<file path="src/rtl/iodelay_pkg.sv">
// Encodings shared by the tap responder and the calibration controllers that drive it.
package iodelay_pkg;

  typedef enum logic [1:0] {
    ST_IDLE = 2'd0,
    ST_CAL  = 2'd1,
    ST_ADJ  = 2'd2
  } iod_state_e;

  // What a RST request loads into the tap counter.
  localparam int RST_MODE_ZERO = 0;  // tap <= 0
  localparam int RST_MODE_HALF = 1;  // tap <= cal_val >> 1

  localparam int TAP_W_DEF = 8;

endpackage

</file>
<file path="src/rtl/iodelay_tap_line.sv">
// Delay line: data_in delayed by tap+1 clk cycles through a registered tap mux.
module iodelay_tap_line #(
  parameter int TAP_W   = 8,
  parameter int MAX_TAP = 255   // must be >= 1
) (
  input  logic             clk,
  input  logic             resetn,
  input  logic             data_in,
  input  logic [TAP_W-1:0] tap,
  output logic             data_out
);

  // taps[k] is data_in as seen k cycles ago; taps[0] is the live input, so
  // the line has MAX_TAP+1 selectable points and the output register adds
  // the final cycle of latency.
  logic [MAX_TAP-1:0] sr;
  logic [MAX_TAP:0]   taps;

  assign taps = {sr, data_in};

  // Shift every cycle and register the selected point.
  always_ff @(posedge clk or negedge resetn) begin
    if (!resetn) begin
      sr       <= '0;
      data_out <= 1'b0;
    end else begin
      sr       <= taps[MAX_TAP-1:0];
      data_out <= taps[tap];
    end
  end

endmodule

</file>
<file path="src/rtl/iodelay_tap_responder.sv">
// Responder side of the CAL/RST/CE/INC/BUSY delay-element handshake, with a
// tap counter driving a single-bit delay line.
module iodelay_tap_responder
  import iodelay_pkg::*;
#(
  parameter int TAP_W      = TAP_W_DEF,
  parameter int MAX_TAP    = 255,
  parameter int CAL_CYCLES = 8,
  parameter int ADJ_CYCLES = 2,
  parameter int CAL_RESULT = 200,
  parameter int WRAPAROUND = 1,
  parameter int RST_MODE   = RST_MODE_ZERO
) (
  input  logic             clk,
  input  logic             resetn,
  input  logic             cal,
  input  logic             rst,
  input  logic             ce,
  input  logic             inc,
  output logic             busy,
  input  logic             data_in,
  output logic             data_out,
  output logic [TAP_W-1:0] tap_out,
  output logic             proto_err
);

  localparam int CNT_MAX = (CAL_CYCLES > ADJ_CYCLES) ? CAL_CYCLES : ADJ_CYCLES;
  localparam int CNT_W   = $clog2(CNT_MAX + 1);
  localparam logic [TAP_W-1:0] TAP_MAX = TAP_W'(MAX_TAP);
  localparam logic [TAP_W-1:0] TAP_CAL = TAP_W'(CAL_RESULT);

  iod_state_e       state, state_d;
  logic [CNT_W-1:0] cnt, cnt_d;
  logic [TAP_W-1:0] tap, tap_d, tap_up, tap_dn;
  logic [TAP_W-1:0] cal_val, cal_val_d;
  logic             err_d;

  // State, busy countdown and the registered busy flag.
  always_ff @(posedge clk or negedge resetn) begin
    if (!resetn) begin
      state <= ST_IDLE;
      cnt   <= '0;
      busy  <= 1'b0;
    end else begin
      state <= state_d;
      cnt   <= cnt_d;
      busy  <= (state_d != ST_IDLE);
    end
  end

  // Next state: requests are only accepted in IDLE; cal beats rst beats ce,
  // and rst is instantaneous so it never leaves IDLE.
  always_comb begin
    state_d = state;
    cnt_d   = cnt;
    case (state)
      ST_IDLE: begin
        if (cal) begin
          state_d = ST_CAL;
          cnt_d   = CNT_W'(CAL_CYCLES - 1);
        end else if (!rst && ce) begin
          state_d = ST_ADJ;
          cnt_d   = CNT_W'(ADJ_CYCLES - 1);
        end
      end
      ST_CAL, ST_ADJ: begin
        if (cnt == '0) state_d = ST_IDLE;
        else           cnt_d   = cnt - CNT_W'(1);
      end
      default: state_d = ST_IDLE;
    endcase
  end

  // Boundary behaviour of a single-step adjust.
  assign tap_up = (tap == TAP_MAX) ? ((WRAPAROUND != 0) ? '0 : TAP_MAX) : tap + TAP_W'(1);
  assign tap_dn = (tap == '0) ? ((WRAPAROUND != 0) ? TAP_MAX : '0) : tap - TAP_W'(1);

  // Datapath actions and protocol-violation detection.
  always_comb begin
    tap_d     = tap;
    cal_val_d = cal_val;
    err_d     = proto_err;
    if (state == ST_IDLE) begin
      // More than one request at once: the loser(s) are dropped.
      if ((cal && rst) || (cal && ce) || (rst && ce)) err_d = 1'b1;
      if (cal) begin
        tap_d = tap;
      end else if (rst) begin
        tap_d = (RST_MODE == RST_MODE_HALF) ? (cal_val >> 1) : '0;
      end else if (ce) begin
        tap_d = inc ? tap_up : tap_dn;
      end
    end else begin
      if (cal || rst || ce) err_d = 1'b1;
      // Calibration result lands on the last busy cycle only, so an
      // interrupted calibration leaves cal_val untouched.
      if (state == ST_CAL && cnt == '0) cal_val_d = TAP_CAL;
    end
  end

  // Tap counter, calibration result and sticky error flag.
  always_ff @(posedge clk or negedge resetn) begin
    if (!resetn) begin
      tap       <= '0;
      cal_val   <= TAP_MAX;
      proto_err <= 1'b0;
    end else begin
      tap       <= tap_d;
      cal_val   <= cal_val_d;
      proto_err <= err_d;
    end
  end

  assign tap_out = tap;

  iodelay_tap_line #(
    .TAP_W   (TAP_W),
    .MAX_TAP (MAX_TAP)
  ) u_line (
    .clk      (clk),
    .resetn   (resetn),
    .data_in  (data_in),
    .tap      (tap),
    .data_out (data_out)
  );

endmodule

</file>
<file path="config.mk">
export PLATFORM = sky130hd
export DESIGN_NAME = iodelay_tap_responder
export DESIGN_NICKNAME = d
export VERILOG_FILES = /design/src/rtl/iodelay_pkg.sv /design/src/rtl/iodelay_tap_line.sv /design/src/rtl/iodelay_tap_responder.sv
export SDC_FILE = /design/constraint.sdc
export NUM_CORES = 1
export LEC_CHECK = 0
export CORE_AREA = 2 2 184 186
export CTS_BUF_LIST = sky130_fd_sc_hd__clkbuf_2 sky130_fd_sc_hd__clkbuf_4 sky130_fd_sc_hd__clkbuf_8
export DETAILED_ROUTE_END_ITERATION = 8
export DIE_AREA = 0 0 186 188
export PLACE_DENSITY_LB_ADDON = 0.1
export SLEW_MARGIN = 5
export SYNTH_ARGS = -nofsm -noshare
export SYNTH_HDL_FRONTEND = slang
export SYNTH_SLANG_ARGS = --single-unit
export TNS_END_PERCENT = 30
</file>
<file path="constraint.sdc">
create_clock -name clk -period 3.7 [get_ports clk]
set_input_delay 1.11 -clock clk [delete_from_list [all_inputs] [get_ports clk]]
set_output_delay 1.11 -clock clk [all_outputs]
set_load 0.02 [all_outputs]
</file>
==> metrics.yaml, run 1 <==
clock_tree:
  clock_sinks: 272
  clk_pin_slew_ns: 0.06
  cts_resized: 0
  htree_levels: 2
  clockBufferDepth: 3
  cts_tree: "done"
  postCtsSetupRepairBufs: 0
  cts_buffers: 48
  hold_buffers: 0
  insertion_delay_ns: 0.55
  cts_root_buffer: "clkbuf_8"
power_and_ir_drop:
  power.total_mw: 8.09
  cellPowerDensity_mw_per_mm2: 711
  vdd_drop_max_v: 0.000238
  p_leak_nw: 5.15
logic_synthesis:
  synth-edff-count: 0
  ys_seq_area_frac: 0.697
  yosysTopAreaCellShare: 0.697
  syn_inst: 576
  postSynth.asyncResetShare: 1.00
  synth.most_common_cell: "dfrtp_1"
  synth_commonest_cells: "dfrtp_1, mux4_2, nand2_1, a21oi_1, o21ai_0"
  synth_area_mm2: 0.00977
  synth-seq-cells: 272
  synth.avg_cell_area_um2: 17.0
  syn-num-nets: 589
  synthFlopType: "dfrtp_1"
  synth_area_leader_cell: "dfrtp_1"
  yosysUniqueCellTypes: 55
  ys_top_cells_by_area: "dfrtp_1, mux4_2, mux4_1"
  synth-warning-count: 0
worst_hold_path:
  whs_endpoint: "u_line.sr[61]$_DFF_PN0_"
  hold_path_depth: 0
  min_path_type: "reg2reg"
  hold_start: "u_line.sr[60]$_DFF_PN0_"
final_layout:
  layout-drive-gt1-share: 0.252
  insertedDiodeCount: 0
  nFillCells: 3135
  ff_latch_area_mm2: 0.00681
  multiInputGateArea_mm2: 0.00268
  finalNetCount: 644
  synthToLayoutAreaGrowth_pct: 16.5
  fin_area_mm2: 0.0114
worst_setup_path:
  crit_chain: "clkdlybuf4s50_1"
  rrSetupSlack_ns: 0.96
  r2r_start: "tap_out[1]$_DFFE_PN0P_"
  cp_top_family: "flip-flops"
  r2r_cells: 7
  critPathLaunch: "tap_out[3]$_DFFE_PN0P_"
  cp_num_buf_inv: 1
  cp.required_ns: 2.59
  critPathMaxFanout: 16
  crit_path_max_incr_delay_ns: 0.84
  worstPathArrival_ns: 2.13
  r2r-end: "u_line.data_out$_DFF_PN0_"
  crit_type: "reg2out"
  critPathSlowestCell: "dfrtp_1"
  start_kind: "flop"
  end_kind: "primary output"
global_routing:
  grt_max_degree: 87
  first_global_vias: 5937
  grt_pass1_wl_um: 35300
  overflow: 0
  antenna_found_initial: 0
  grt_use_total: 0.132
sta:
  fin_tns_setup_ns: 0
  fmax_mhz: 308
  slew_headroom: 0.488
  fin_crit_ns: 3.24
  setup_viol: 0
  period_share: 0.877
  worst_slack_ns: 0.456
  rsz0062_at_grt: "false"
  drv_slew: 0
  worst_slew_pin_slew_ns: 0.767
  finalHoldViolations: 0
  finalClockSkew_ns: 0.0108
run:
  max_cap_violations: 0
floorplanning:
  die_w_um: 186
  die_y_um: 188
  die-area_mm2: 0.0350
  io_pins: 18
  initial_core_util: 0.295
  rows: 67
  coreArea_mm2: 0.0331
placement:
  portBuffers: 17
  placed_area_mm2: 0.0105
  dp_hpwl_um: 13300
  dp_slack_ns: 0.612
  place_congestion: 0.766
drt:
  avgViaCountPerCell: 4.71
  post-route-drc-count: 0
  drtIter0Drc: 446
  detail-route-antenna-nets: 0
  routed_wl_um: 21900
  firstDrtPassIters: 4
  routedWlPerCell_um: 19.8
  vias: 5191
run_status:
  status: "finished clean"
## registers in the layout, indices dropped and copies added (netlist names)
register	count
proto_err	1
u_line.sr	255
cnt	4
tap_out	8
u_line.data_out	1
state	2
busy	1
## layout by cell type, fill, tap and decap left out, types with 8 or more instances in the layout
cell type / n
dfrtp_1: 270
clkbuf_8: 56
inv_1: 12
mux2i_1: 10
nor2_1: 11
clkdlybuf4s50_1: 16
a22oi_1: 8
nand2_1: 28
a21oi_1: 21
mux4_2: 55
clkbuf_4: 17
o21ai_0: 17
nand3_1: 14
buf_4: 15
## through the flow
| stage | hold slack, ns | cells | util |
|---|---|---|---|
| CTS | 0.361 | 1103 | 0.344 |
| detailed placement | 0.355 | 1029 | 0.316 |
| global placement | 0.350 | 1029 | 0.316 |
| floorplan | 0.346 | 576 | - |
| global route | 0.377 | 1103 | 0.344 |
| finish | 0.364 | 1103 | 0.344 |
## layer usage
layer | routed length, um | part of all wire | vias up | track usage
li1 | - | - | 2240 | -
met3 | 901 | 0.041 | 41 | 0.0287
met5 | 0 | 0 | - | 0
met1 | 10300 | 0.47 | 2807 | 0.190
met4 | 499 | 0.023 | 0 | 0.0445
met2 | 10200 | 0.46 | 103 | 0.197
## layout make-up
cell class / instances / share of cell area
Tap cell: 448 / 0.0492
Inverter: 15 / 0.00495
Clock inverter: 1 / 0.000769
Sequential cell: 272 / 0.599
Multi-Input combinational cell: 258 / 0.235
Timing Repair Buffer: 36 / 0.0323
Clock buffer: 73 / 0.0789
## worst max path at each step
stage | end | cells after the start
floorplan | tap_out[3]$_DFFE_PN0P_ | 11
global placement | tap_out[3]$_DFFE_PN0P_ | 7
detailed placement | tap_out[3]$_DFFE_PN0P_ | 7
CTS | tap_out[0] | 1
global route | tap_out[0] | 1
finish | tap_out[3] | 1
## logic make-up after synthesis
kind of cell	synth area share
AOI/OAI and AO/OA	0.0594
xor gates and xnor gates	0.00538
adders and majority gates	0.00871
buffers and inverters	0.0291
DFF	0.697
muxes	0.159
and+or+nand+nor	0.0420
## where the power goes
| group | leakage, nW | switching (mW) | internal, mW |
|---|---|---|---|
| sequential | 3.66 | 0.287 | 3.10 |
| clock | 0.485 | 1.13 | 1.52 |
| combinational | 1.01 | 1.20 | 0.851 |
| total | 5.15 | 2.62 | 5.47 |
Note: power is estimated with default switching activity, not from simulation.
==> inputs of run 2 (changes only) <==
--- a/config.mk
+++ b/config.mk
@@ -5,13 +5,11 @@
 export SDC_FILE = /design/constraint.sdc
 export NUM_CORES = 1
 export LEC_CHECK = 0
-export CORE_AREA = 2 2 184 186
+export CORE_AREA = 2 2 171 173
 export CTS_BUF_LIST = sky130_fd_sc_hd__clkbuf_2 sky130_fd_sc_hd__clkbuf_4 sky130_fd_sc_hd__clkbuf_8
 export DETAILED_ROUTE_END_ITERATION = 8
-export DIE_AREA = 0 0 186 188
+export DIE_AREA = 0 0 173 175
 export PLACE_DENSITY_LB_ADDON = 0.1
-export SLEW_MARGIN = 5
 export SYNTH_ARGS = -nofsm -noshare
 export SYNTH_HDL_FRONTEND = slang
 export SYNTH_SLANG_ARGS = --single-unit
-export TNS_END_PERCENT = 30
==> run 2 against run 1 <==
Against the previous run: sequential cell count unchanged; power increased by 0.92%; first-iteration DRC count decreased by 36%; sequential share of layout area decreased by 0.18 points; count of clock-buffer cells in the layout increased by 5; critical path type unchanged; wire length decreased by 6.1%; setup slack improved by 0.027 ns; cell count decreased by 4.5%; global-route usage increased by 0.97 points; combinational power about the same.
==> metrics.yaml, run 2 (synthesis gave the netlist of run 1 again) <==
run_status:
  status: "finished clean"  # unchanged
drt:
  detail-route-antenna-nets: 0  # unchanged
  drtIter0Drc: 284  # was 446
  firstDrtPassIters: 4  # unchanged
  vias: 5242  # was 5191
  routed_wl_um: 20500  # was 21900 um
  routedWlPerCell_um: 19.5  # was 19.8 um
  avgViaCountPerCell: 4.98  # was 4.71
  post-route-drc-count: 0  # unchanged
clock_tree:
  hold_buffers: 0  # unchanged
  cts_root_buffer: "clkbuf_8"  # unchanged
  clockBufferDepth: 3  # unchanged
  cts_resized: 0  # unchanged
  postCtsSetupRepairBufs: 0  # unchanged
  insertion_delay_ns: 0.55  # about the same
  clk_pin_slew_ns: 0.06  # about the same
  cts_buffers: 46  # was 48
  htree_levels: 2  # unchanged
  clock_sinks: 272  # unchanged
  cts_tree: "done"  # unchanged
worst_setup_path:
  cp_num_buf_inv: 1  # unchanged
  cp_top_family: "flip-flops"  # unchanged
  crit_chain: "clkdlybuf4s50_1"  # unchanged
  critPathMaxFanout: 36  # was 16
  r2r-end: "u_line.data_out$_DFF_PN0_"  # unchanged
  endpoint: "tap_out[1]"  # was tap_out[3]
  cp.required_ns: 2.59  # about the same
  r2r_cells: 6  # was 7
  critPathLaunch: "tap_out[1]$_DFFE_PN0P_"  # was tap_out[3]$_DFFE_PN0P_
  start_kind: "flop"  # unchanged
  crit_type: "reg2out"  # unchanged
  crit_path_max_incr_delay_ns: 0.84  # about the same
  worstPathArrival_ns: 2.11  # was 2.13 ns
  path_depth: 1  # unchanged
  end_kind: "primary output"  # unchanged
  critPathSlowestCell: "dfrtp_4"  # was dfrtp_1
  r2r_start: "tap_out[1]$_DFFE_PN0P_"  # unchanged
  rrSetupSlack_ns: 0.99  # was 0.96 ns
sta:
  rsz0062_at_grt: "false"  # unchanged
  slew_headroom: 0.443  # was 0.488
  fin_tns_setup_ns: 0  # unchanged
  finalClockSkew_ns: 0.0258  # was 0.0108 ns
  period_share: 0.869  # was 0.877
  setup_viol: 0  # unchanged
  fin_crit_ns: 3.22  # was 3.24 ns
  finalHoldViolations: 0  # unchanged
  drv_slew: 0  # unchanged
  fmax_mhz: 311  # was 308 MHz
  worst_slew_pin_slew_ns: 0.835  # was 0.767 ns
global_routing:
  grt_use_total: 0.142  # was 0.132
  first_global_vias: 5787  # was 5937
  grt_max_degree: 105  # was 87
  antenna_found_initial: 0  # unchanged
  grt_pass1_wl_um: 33600  # was 35300 um
  overflow: 0  # unchanged
final_layout:
  final_common_cell: "dfrtp_1"  # unchanged
  top_register: "u_line.sr"  # unchanged
  largest_reg_flops: 255  # unchanged
  insertedDiodeCount: 0  # unchanged
  synthToLayoutAreaGrowth_pct: 16.9  # was 16.5%
  final_cell_mix: "dfrtp_1, clkbuf_8, mux4_2"  # unchanged
  post-route-util: 0.402  # was 0.344
  layout-drive-gt1-share: 0.268  # was 0.252
  finalNetCount: 648  # was 644
floorplanning:
  coreArea_mm2: 0.0284  # was 0.0331 mm2
  initial_core_util: 0.344  # was 0.295
  rows: 62  # was 67
  die_w_um: 173  # was 186 um
  die-area_mm2: 0.0303  # was 0.0350 mm2
  die_y_um: 175  # was 188 um
  io_pins: 18  # unchanged
power_and_ir_drop:
  vdd_drop_max_v: 0.000274  # was 0.000238 V
  p_leak_nw: 5.22  # was 5.15 nW
  cellPowerDensity_mw_per_mm2: 715  # was 711 mW/mm2
  power.total_mw: 8.16  # was 8.09 mW
worst_hold_path:
  min_path_type: "reg2reg"  # unchanged
run:
  max_cap_violations: 0  # unchanged
placement:
  dp_hpwl_um: 12400  # was 13300 um
  portBuffers: 17  # unchanged
  place_congestion: 0.755  # was 0.766
run 2: changes by cell type in the layout (fill, tap and decap cells not counted), moves of 2 or more:
| cell | previous run | this run |
|---|---|---|
| buf_4 | 15 | 21 |
| clkbuf_4 | 17 | 20 |
| clkbuf_8 | 56 | 58 |
| clkinv_2 | 0 | 2 |
run 2: per-stage QoR:
step | area (um2) | cells | setup WS, ns | hold slack, ns
finish | 11400 | 1053 | 0.483 | 0.362
floorplan | 9770 | 576 | 1.36 | 0.346
detailed placement | 10400 | 971 | 0.644 | 0.354
global placement | 10400 | 971 | 0.691 | 0.352
CTS | 11400 | 1053 | 0.399 | 0.357
global route | 11400 | 1053 | 0.372 | 0.366
run 2: routing by layer:
layer	global-route usage	routed length (um)	vias to the layer above
met2	0.217	9510	118
li1	-	-	2251
met3	0.0307	809	48
met1	0.199	9640	2825
met5	0	0	-
met4	0.0530	573	0
run 2: where the power goes:
group | switching (mW) | total (mW) | internal (mW) | leakage (nW)
combinational | 1.18 | 2.05 | 0.868 | 1.04
sequential | 0.260 | 3.35 | 3.09 | 3.66
clock | 1.16 | 2.76 | 1.61 | 0.523
total | 2.59 | 8.16 | 5.57 | 5.22
run 2: how the worst min path moves through the flow:
stage,slack [ns],endpoint,cells past startpoint,start
floorplan,0.35,u_line.sr[149]$_DFF_PN0_,0,u_line.sr[148]$_DFF_PN0_
global placement,0.35,u_line.sr[205]$_DFF_PN0_,0,u_line.sr[204]$_DFF_PN0_
detailed placement,0.35,u_line.sr[205]$_DFF_PN0_,0,u_line.sr[204]$_DFF_PN0_
CTS,0.36,u_line.sr[125]$_DFF_PN0_,0,u_line.sr[124]$_DFF_PN0_
global route,0.37,u_line.sr[246]$_DFF_PN0_,0,u_line.sr[245]$_DFF_PN0_
finish,0.36,u_line.sr[125]$_DFF_PN0_,0,u_line.sr[124]$_DFF_PN0_
run 2: cell type report:
type	instances	area, um2
clock buffer	78	948
sequential	272	6810
tap	384	480
inverter	15	56.3
fill	2623	17000
timing repair buffer	42	413
multi-input combinational	258	2680
clock inverter	4	28.8
